[config.mk]
export PLATFORM = sky130hd
export DESIGN_NAME = serial_adder_flat
export DESIGN_NICKNAME = d
export VERILOG_FILES = /design/src/rtl/serial_adder_if.sv /design/src/rtl/serial_adder.sv /design/src/flat_wrapper.sv
export SDC_FILE = /design/constraint.sdc
export NUM_CORES = 1
export LEC_CHECK = 0
export BUFFER_PORTS_ARGS = -buffer_cell sky130_fd_sc_hd__buf_2
export CAP_MARGIN = 20
export CORE_ASPECT_RATIO = 0.6
export CORE_MARGIN = 8
export CORE_UTILIZATION = 50
export CTS_CLUSTER_SIZE = 24
export DETAILED_ROUTE_END_ITERATION = 10
export PLACE_DENSITY = 0.7
export SLEW_MARGIN = 10
export SYNTH_ARGS = -nofsm -noshare
export SYNTH_HDL_FRONTEND = slang
export SYNTH_SLANG_ARGS = --single-unit
[constraint.sdc]
create_clock -name clk -period 2.3 [get_ports clk]
set_input_delay 0.115 -clock clk [delete_from_list [all_inputs] [get_ports clk]]
set_output_delay 0.115 -clock clk [all_outputs]
set_load 0.01 [all_outputs]
[src/rtl/serial_adder_if.sv]
// rtl/serial_adder_if.sv - operand/result bundle for the digit-serial adder
// Ovf exists only when SERIAL_ADDER_OVF_EN is defined.
interface serial_adder_if #(
  parameter int WIDTH = 8
);
  logic             start;
  logic             Sub;
  logic [WIDTH-1:0] A;
  logic [WIDTH-1:0] B;
  logic             Cin;
  logic             busy;
  logic             done;
  logic [WIDTH-1:0] Sum;
  logic             Cout;
`ifdef SERIAL_ADDER_OVF_EN
  logic             Ovf;
`endif

  modport master (
    output start, Sub, A, B, Cin,
`ifdef SERIAL_ADDER_OVF_EN
    input  Ovf,
`endif
    input  busy, done, Sum, Cout
  );

  modport slave (
    input  start, Sub, A, B, Cin,
`ifdef SERIAL_ADDER_OVF_EN
    output Ovf,
`endif
    output busy, done, Sum, Cout
  );
endinterface

[src/rtl/serial_adder.sv]
// rtl/serial_adder.sv - digit-serial adder/subtractor, DIGIT bits per clock
// Optional signed-overflow output under SERIAL_ADDER_OVF_EN.
module serial_adder #(
  parameter int WIDTH = 8,
  parameter int DIGIT = 1
) (
  input  logic          clk,
  input  logic          rst_n,
  serial_adder_if.slave bus
);
  localparam int STEPS = WIDTH / DIGIT;
  localparam int CW    = (STEPS > 1) ? $clog2(STEPS) : 1;

  typedef enum logic [1:0] {IDLE, RUN, DONE} state_t;

  state_t           state, state_nxt;
  logic             accept, busy_c, done_c;
  logic [WIDTH-1:0] a_sh, b_sh, res_sh, res_nxt, sum_q;
  logic             carry, cout_q;
  logic [CW-1:0]    cnt;
  logic [DIGIT-1:0] dsum;
  logic             dcarry;
  logic             last;

  assign {dcarry, dsum} = {1'b0, a_sh[DIGIT-1:0]} + {1'b0, b_sh[DIGIT-1:0]}
                        + (DIGIT+1)'(carry);
  assign last    = (cnt == CW'(STEPS - 1));
  // New digit enters at the MSB end so the word is aligned after STEPS shifts
  assign res_nxt = WIDTH'({dsum, res_sh} >> DIGIT);

  always_ff @(posedge clk or negedge rst_n) begin
    if (!rst_n) state <= IDLE;
    else        state <= state_nxt;
  end

  always_comb begin
    state_nxt = state;
    accept    = 1'b0;
    busy_c    = 1'b0;
    done_c    = 1'b0;
    case (state)
      IDLE: begin
        if (bus.start) begin
          accept    = 1'b1;
          state_nxt = RUN;
        end
      end
      RUN: begin
        busy_c = 1'b1;
        if (last) state_nxt = DONE;
      end
      DONE: begin
        done_c = 1'b1;
        if (bus.start) begin
          accept    = 1'b1;
          state_nxt = RUN;
        end else begin
          state_nxt = IDLE;
        end
      end
      default: state_nxt = IDLE;
    endcase
  end

  always_ff @(posedge clk or negedge rst_n) begin
    if (!rst_n) begin
      a_sh   <= '0;
      b_sh   <= '0;
      res_sh <= '0;
      carry  <= 1'b0;
      cnt    <= '0;
      sum_q  <= '0;
      cout_q <= 1'b0;
    end else if (accept) begin
      // Subtraction is A + ~B + 1: invert B once here, seed the carry with 1
      a_sh   <= bus.A;
      b_sh   <= bus.B ^ {WIDTH{bus.Sub}};
      carry  <= bus.Sub | bus.Cin;
      res_sh <= '0;
      cnt    <= '0;
    end else if (state == RUN) begin
      a_sh   <= a_sh >> DIGIT;
      b_sh   <= b_sh >> DIGIT;
      res_sh <= res_nxt;
      carry  <= dcarry;
      cnt    <= cnt + CW'(1);
      if (last) begin
        sum_q  <= res_nxt;
        cout_q <= dcarry;
      end
    end
  end

`ifdef SERIAL_ADDER_OVF_EN
  logic ovf_q;
  logic msb_cin;

  // Carry into the word MSB recovered from its sum bit: s = a ^ b ^ cin
  assign msb_cin = a_sh[DIGIT-1] ^ b_sh[DIGIT-1] ^ dsum[DIGIT-1];

  always_ff @(posedge clk or negedge rst_n) begin
    if (!rst_n)                     ovf_q <= 1'b0;
    else if (state == RUN && last)  ovf_q <= msb_cin ^ dcarry;
  end

  assign bus.Ovf = ovf_q;
`endif

  assign bus.busy = busy_c;
  assign bus.done = done_c;
  assign bus.Sum  = sum_q;
  assign bus.Cout = cout_q;
endmodule

[src/flat_wrapper.sv]
// flat-port wrapper written by rule: the top's interface ports become plain ports
module serial_adder_flat 
#(
  parameter int WIDTH = 8,
  parameter int DIGIT = 1
)
  (clk, rst_n, bus_start, bus_Sub, bus_A, bus_B, bus_Cin, bus_busy, bus_done, bus_Sum, bus_Cout);
  serial_adder_if #(.WIDTH(WIDTH)) bus_i ();
  input  logic clk;
  input  logic rst_n;
  input wire logic [$bits(bus_i.start)-1:0] bus_start;
  input wire logic [$bits(bus_i.Sub)-1:0] bus_Sub;
  input wire logic [$bits(bus_i.A)-1:0] bus_A;
  input wire logic [$bits(bus_i.B)-1:0] bus_B;
  input wire logic [$bits(bus_i.Cin)-1:0] bus_Cin;
  output wire logic [$bits(bus_i.busy)-1:0] bus_busy;
  output wire logic [$bits(bus_i.done)-1:0] bus_done;
  output wire logic [$bits(bus_i.Sum)-1:0] bus_Sum;
  output wire logic [$bits(bus_i.Cout)-1:0] bus_Cout;
  assign bus_i.start = bus_start;
  assign bus_i.Sub = bus_Sub;
  assign bus_i.A = bus_A;
  assign bus_i.B = bus_B;
  assign bus_i.Cin = bus_Cin;
  assign bus_busy = bus_i.busy;
  assign bus_done = bus_i.done;
  assign bus_Sum = bus_i.Sum;
  assign bus_Cout = bus_i.Cout;
  serial_adder #(.WIDTH(WIDTH), .DIGIT(DIGIT)) u_core (.clk(clk), .rst_n(rst_n), .bus(bus_i));
endmodule
==> flow_metrics.tcl <==
set metrics [dict create \
    status "finished clean" \
    slew_headroom_pct 45.6 \
    dp_hpwl_um 2510 \
    busiest_layer "met2" \
    r2r_cells 4 \
    fin_crit_sh_pct 67.0 \
    drtIter0Drc 58 \
    clk_pin_slew_worst_paths_ps 70 \
    setup_tns_ps 0 \
    finalHoldViolCount 0 \
    startpoint "u_core.state[0]" \
    gr-usage-met2_pct 20.8 \
    ys_async_sr_fraction_pct 100 \
    crit_end "u_core.bus.Sum[6]" \
    ctsRootBufferMaster "clkbuf_8" \
    vdd_drop_max_mv 0.739 \
    tightest_slew_ps 815 \
    yosysUniqueCellTypes 24 \
    clock_latency_ps 280 \
    worstPathMaxFanout 12 \
    finalWirelength_um 3370 \
    p_per_area_nw_per_um2 1390 \
    whs_ps 43.1 \
    antenna_cells 0 \
    mostFrequentLayoutCell "dfrtp_1" \
    core_um2 3240 \
    finClkSkew_ps 9.25 \
    setup_viol 0 \
    cts_buffer_depth 2 \
    grt_setup_unrepaired "false" \
    grt_pass1_vias 1170 \
    syn-instance-count 125 \
    numPortBuffers 31 \
    dieWidth_um 91.0 \
    report.power.total_w 0.00276 \
    ios 32 \
    grt_use_met1_pct 16.6 \
    worst-r2r-setup-slack_ps 760 \
    vias 1089 \
    r2r-start "u_core.state[0]" \
    layout-drive-gt1-share_pct 34.0 \
    final_cell_mix "38 x dfrtp_1, 31 x buf_2, 15 x a22o_1, 9 x mux2_4" \
    gr-total-overflow 0 \
    track_usage_pct 12.8 \
    cp-end-kind "flop" \
    cts.sinks 38 \
    nets 185 \
    fin_crit_ps 1540 \
    drc 0 \
    cp-start-kind "flop" \
    crit_arrival_ps 1700 \
    ys_ff_latch 38 \
    slew_viol_final 0 \
    cts_made_buffers 5 \
    cpPeakStageDelay_ps 380 \
    grt_max_degree 39 \
    synth_fp_nets 149 \
    p_leak_nw 1.04 \
    worstPathCellList "nor2b_4 -> buf_4 -> nand2_8 -> mux2_4" \
    die_h_um 61.0 \
    crit_required_ps 2460 \
    syn-cell-area_um2 1690 \
    cp_slowest_cell "dfrtp_1" \
    start_util_pct 52.0 \
    ant_nets 0 \
    place_congestion 0.724 \
    maxCapViolations 0 \
    worstSetupPathType "reg -> reg" \
    num-fill-cells 290 \
    syn_to_final_growth_pct 17.6 \
    drt-pass1-iter-count 4 \
    synthFlopType "dfrtp_1" \
    antenna_found_initial 0 \
    cts_tree "done" \
    min_path_cells 3 \
    synth.avg_cell_area_um2 13.5 \
    drt-vias-per-instance 5.26 \
    synth_edf_count 0 \
    yosys_warnings 0 \
    wl_per_cell_um 16.3 \
    cts_resized 0 \
    hp-class "in -> reg" \
    ys_seq_area_share_pct 56.4 \
    dieArea_um2 5550 \
    rows 16 \
    htree_levels 2 \
    grt_pass1_wl_um 5600 \
    timing.rr.end "u_core.bus.Sum[6]" \
    fmax_ghz 0.649 \
    gr-usage-met3_pct 4.20 \
]
==> synthesized netlist by cell type, types with 4 or more instances <==
| master | instances | share of area [%] |
|---|---|---|
| a21o_1 | 4 | 1.8 |
| a221o_1 | 4 | 2.4 |
| a22o_1 | 15 | 7.8 |
| buf_2 | 4 | 1.2 |
| dfrtp_1 | 38 | 56 |
| mux2_4 | 9 | 8.0 |
| mux2i_1 | 7 | 4.2 |
| nand2_1 | 7 | 1.6 |
| nor2_1 | 6 | 1.3 |
| o21ai_0 | 4 | 1.2 |
| o21ai_1 | 4 | 1.2 |
| xor2_1 | 5 | 2.6 |
==> logic make-up (layout without fill, tap and decap cells) <==
logic type | after synthesis | count (layout) | share of synthesized area (%)
AO/OA/AOI/OAI | 31 | 31 | 14.3
AND/OR/NAND/NOR | 18 | 18 | 6.01
flip-flops | 38 | 38 | 56.4
multiplexers | 17 | 17 | 12.8
XOR/XNOR | 8 | 8 | 4.15
buffers and inverters | 10 | 47 | 3.64
adder cells (fa/ha/maj) | 3 | 3 | 2.67
==> routing by layer <==
| layer | routed length, um | vias up |
|---|---|---|
| met5 | 0 | - |
| met4 | 0 | 0 |
| met3 | 154 | 0 |
| met2 | 1540 | 24 |
| met1 | 1670 | 550 |
| li1 | - | 515 |
==> final cells by class <==
class	count	area [um2]	share of cell area, %
inverters	2	7.51	0.379
well taps	45	56.3	2.84
repair buffers	37	203	10.2
flip-flops and latches	38	951	47.9
clock inverters	1	5.00	0.252
clock buffers	7	86.3	4.35
multi-input cells	77	674	34.0
==> worst min-delay path by stage <==
stage	endpoint	slack, ps	from
3_3_place_gp	u_core.a_sh[7]	240	rst_n
2_1_floorplan	u_core.a_sh[0]	-180	rst_n
6_report	u_core.a_sh[6]	40	bus_A[6]
4_1_cts	u_core.a_sh[5]	40	bus_A[5]
5_1_grt	u_core.a_sh[5]	50	bus_A[5]
3_5_place_dp	u_core.a_sh[7]	250	rst_n
==> what timing repair did <==
action	in CTS	in global routing
hold buffers	1	0
endpoints found under the hold margin	38	0
buffers inserted	0	0
==> registers in the layout (all words and copies together) (netlist names) <==
signal,flops
u_core.a_sh,8
u_core.bus.Sum,8
u_core.bus.Cout,1
u_core.carry,1
u_core.b_sh,8
u_core.state,2
u_core.cnt,3
u_core.res_sh,7
==> critical path: cells and delay by family (launching register included) <==
kind	cells	cell delay, ps
mux	1	320
buf+inv	1	250
simple gates	2	470
flops	1	380
==> report_power, final <==
group,internal [W],switching [W]
registers,0.000975,0.000200
logic,0.000602,0.000526
clock network,0.000242,0.000213
==> stage by stage <==
stage | utilization [%] | area (um2) | setup WS (ps) | instances
2_1_floorplan | - | 1690 | 956 | 125
3_3_place_gp | 58.0 | 1880 | 856 | 198
3_5_place_dp | 58.0 | 1880 | 769 | 198
4_1_cts | 61.1 | 1980 | 764 | 207
5_1_grt | 61.1 | 1980 | 666 | 207
6_report | 61.1 | 1980 | 758 | 207
Power figures use the tool's default switching activity.
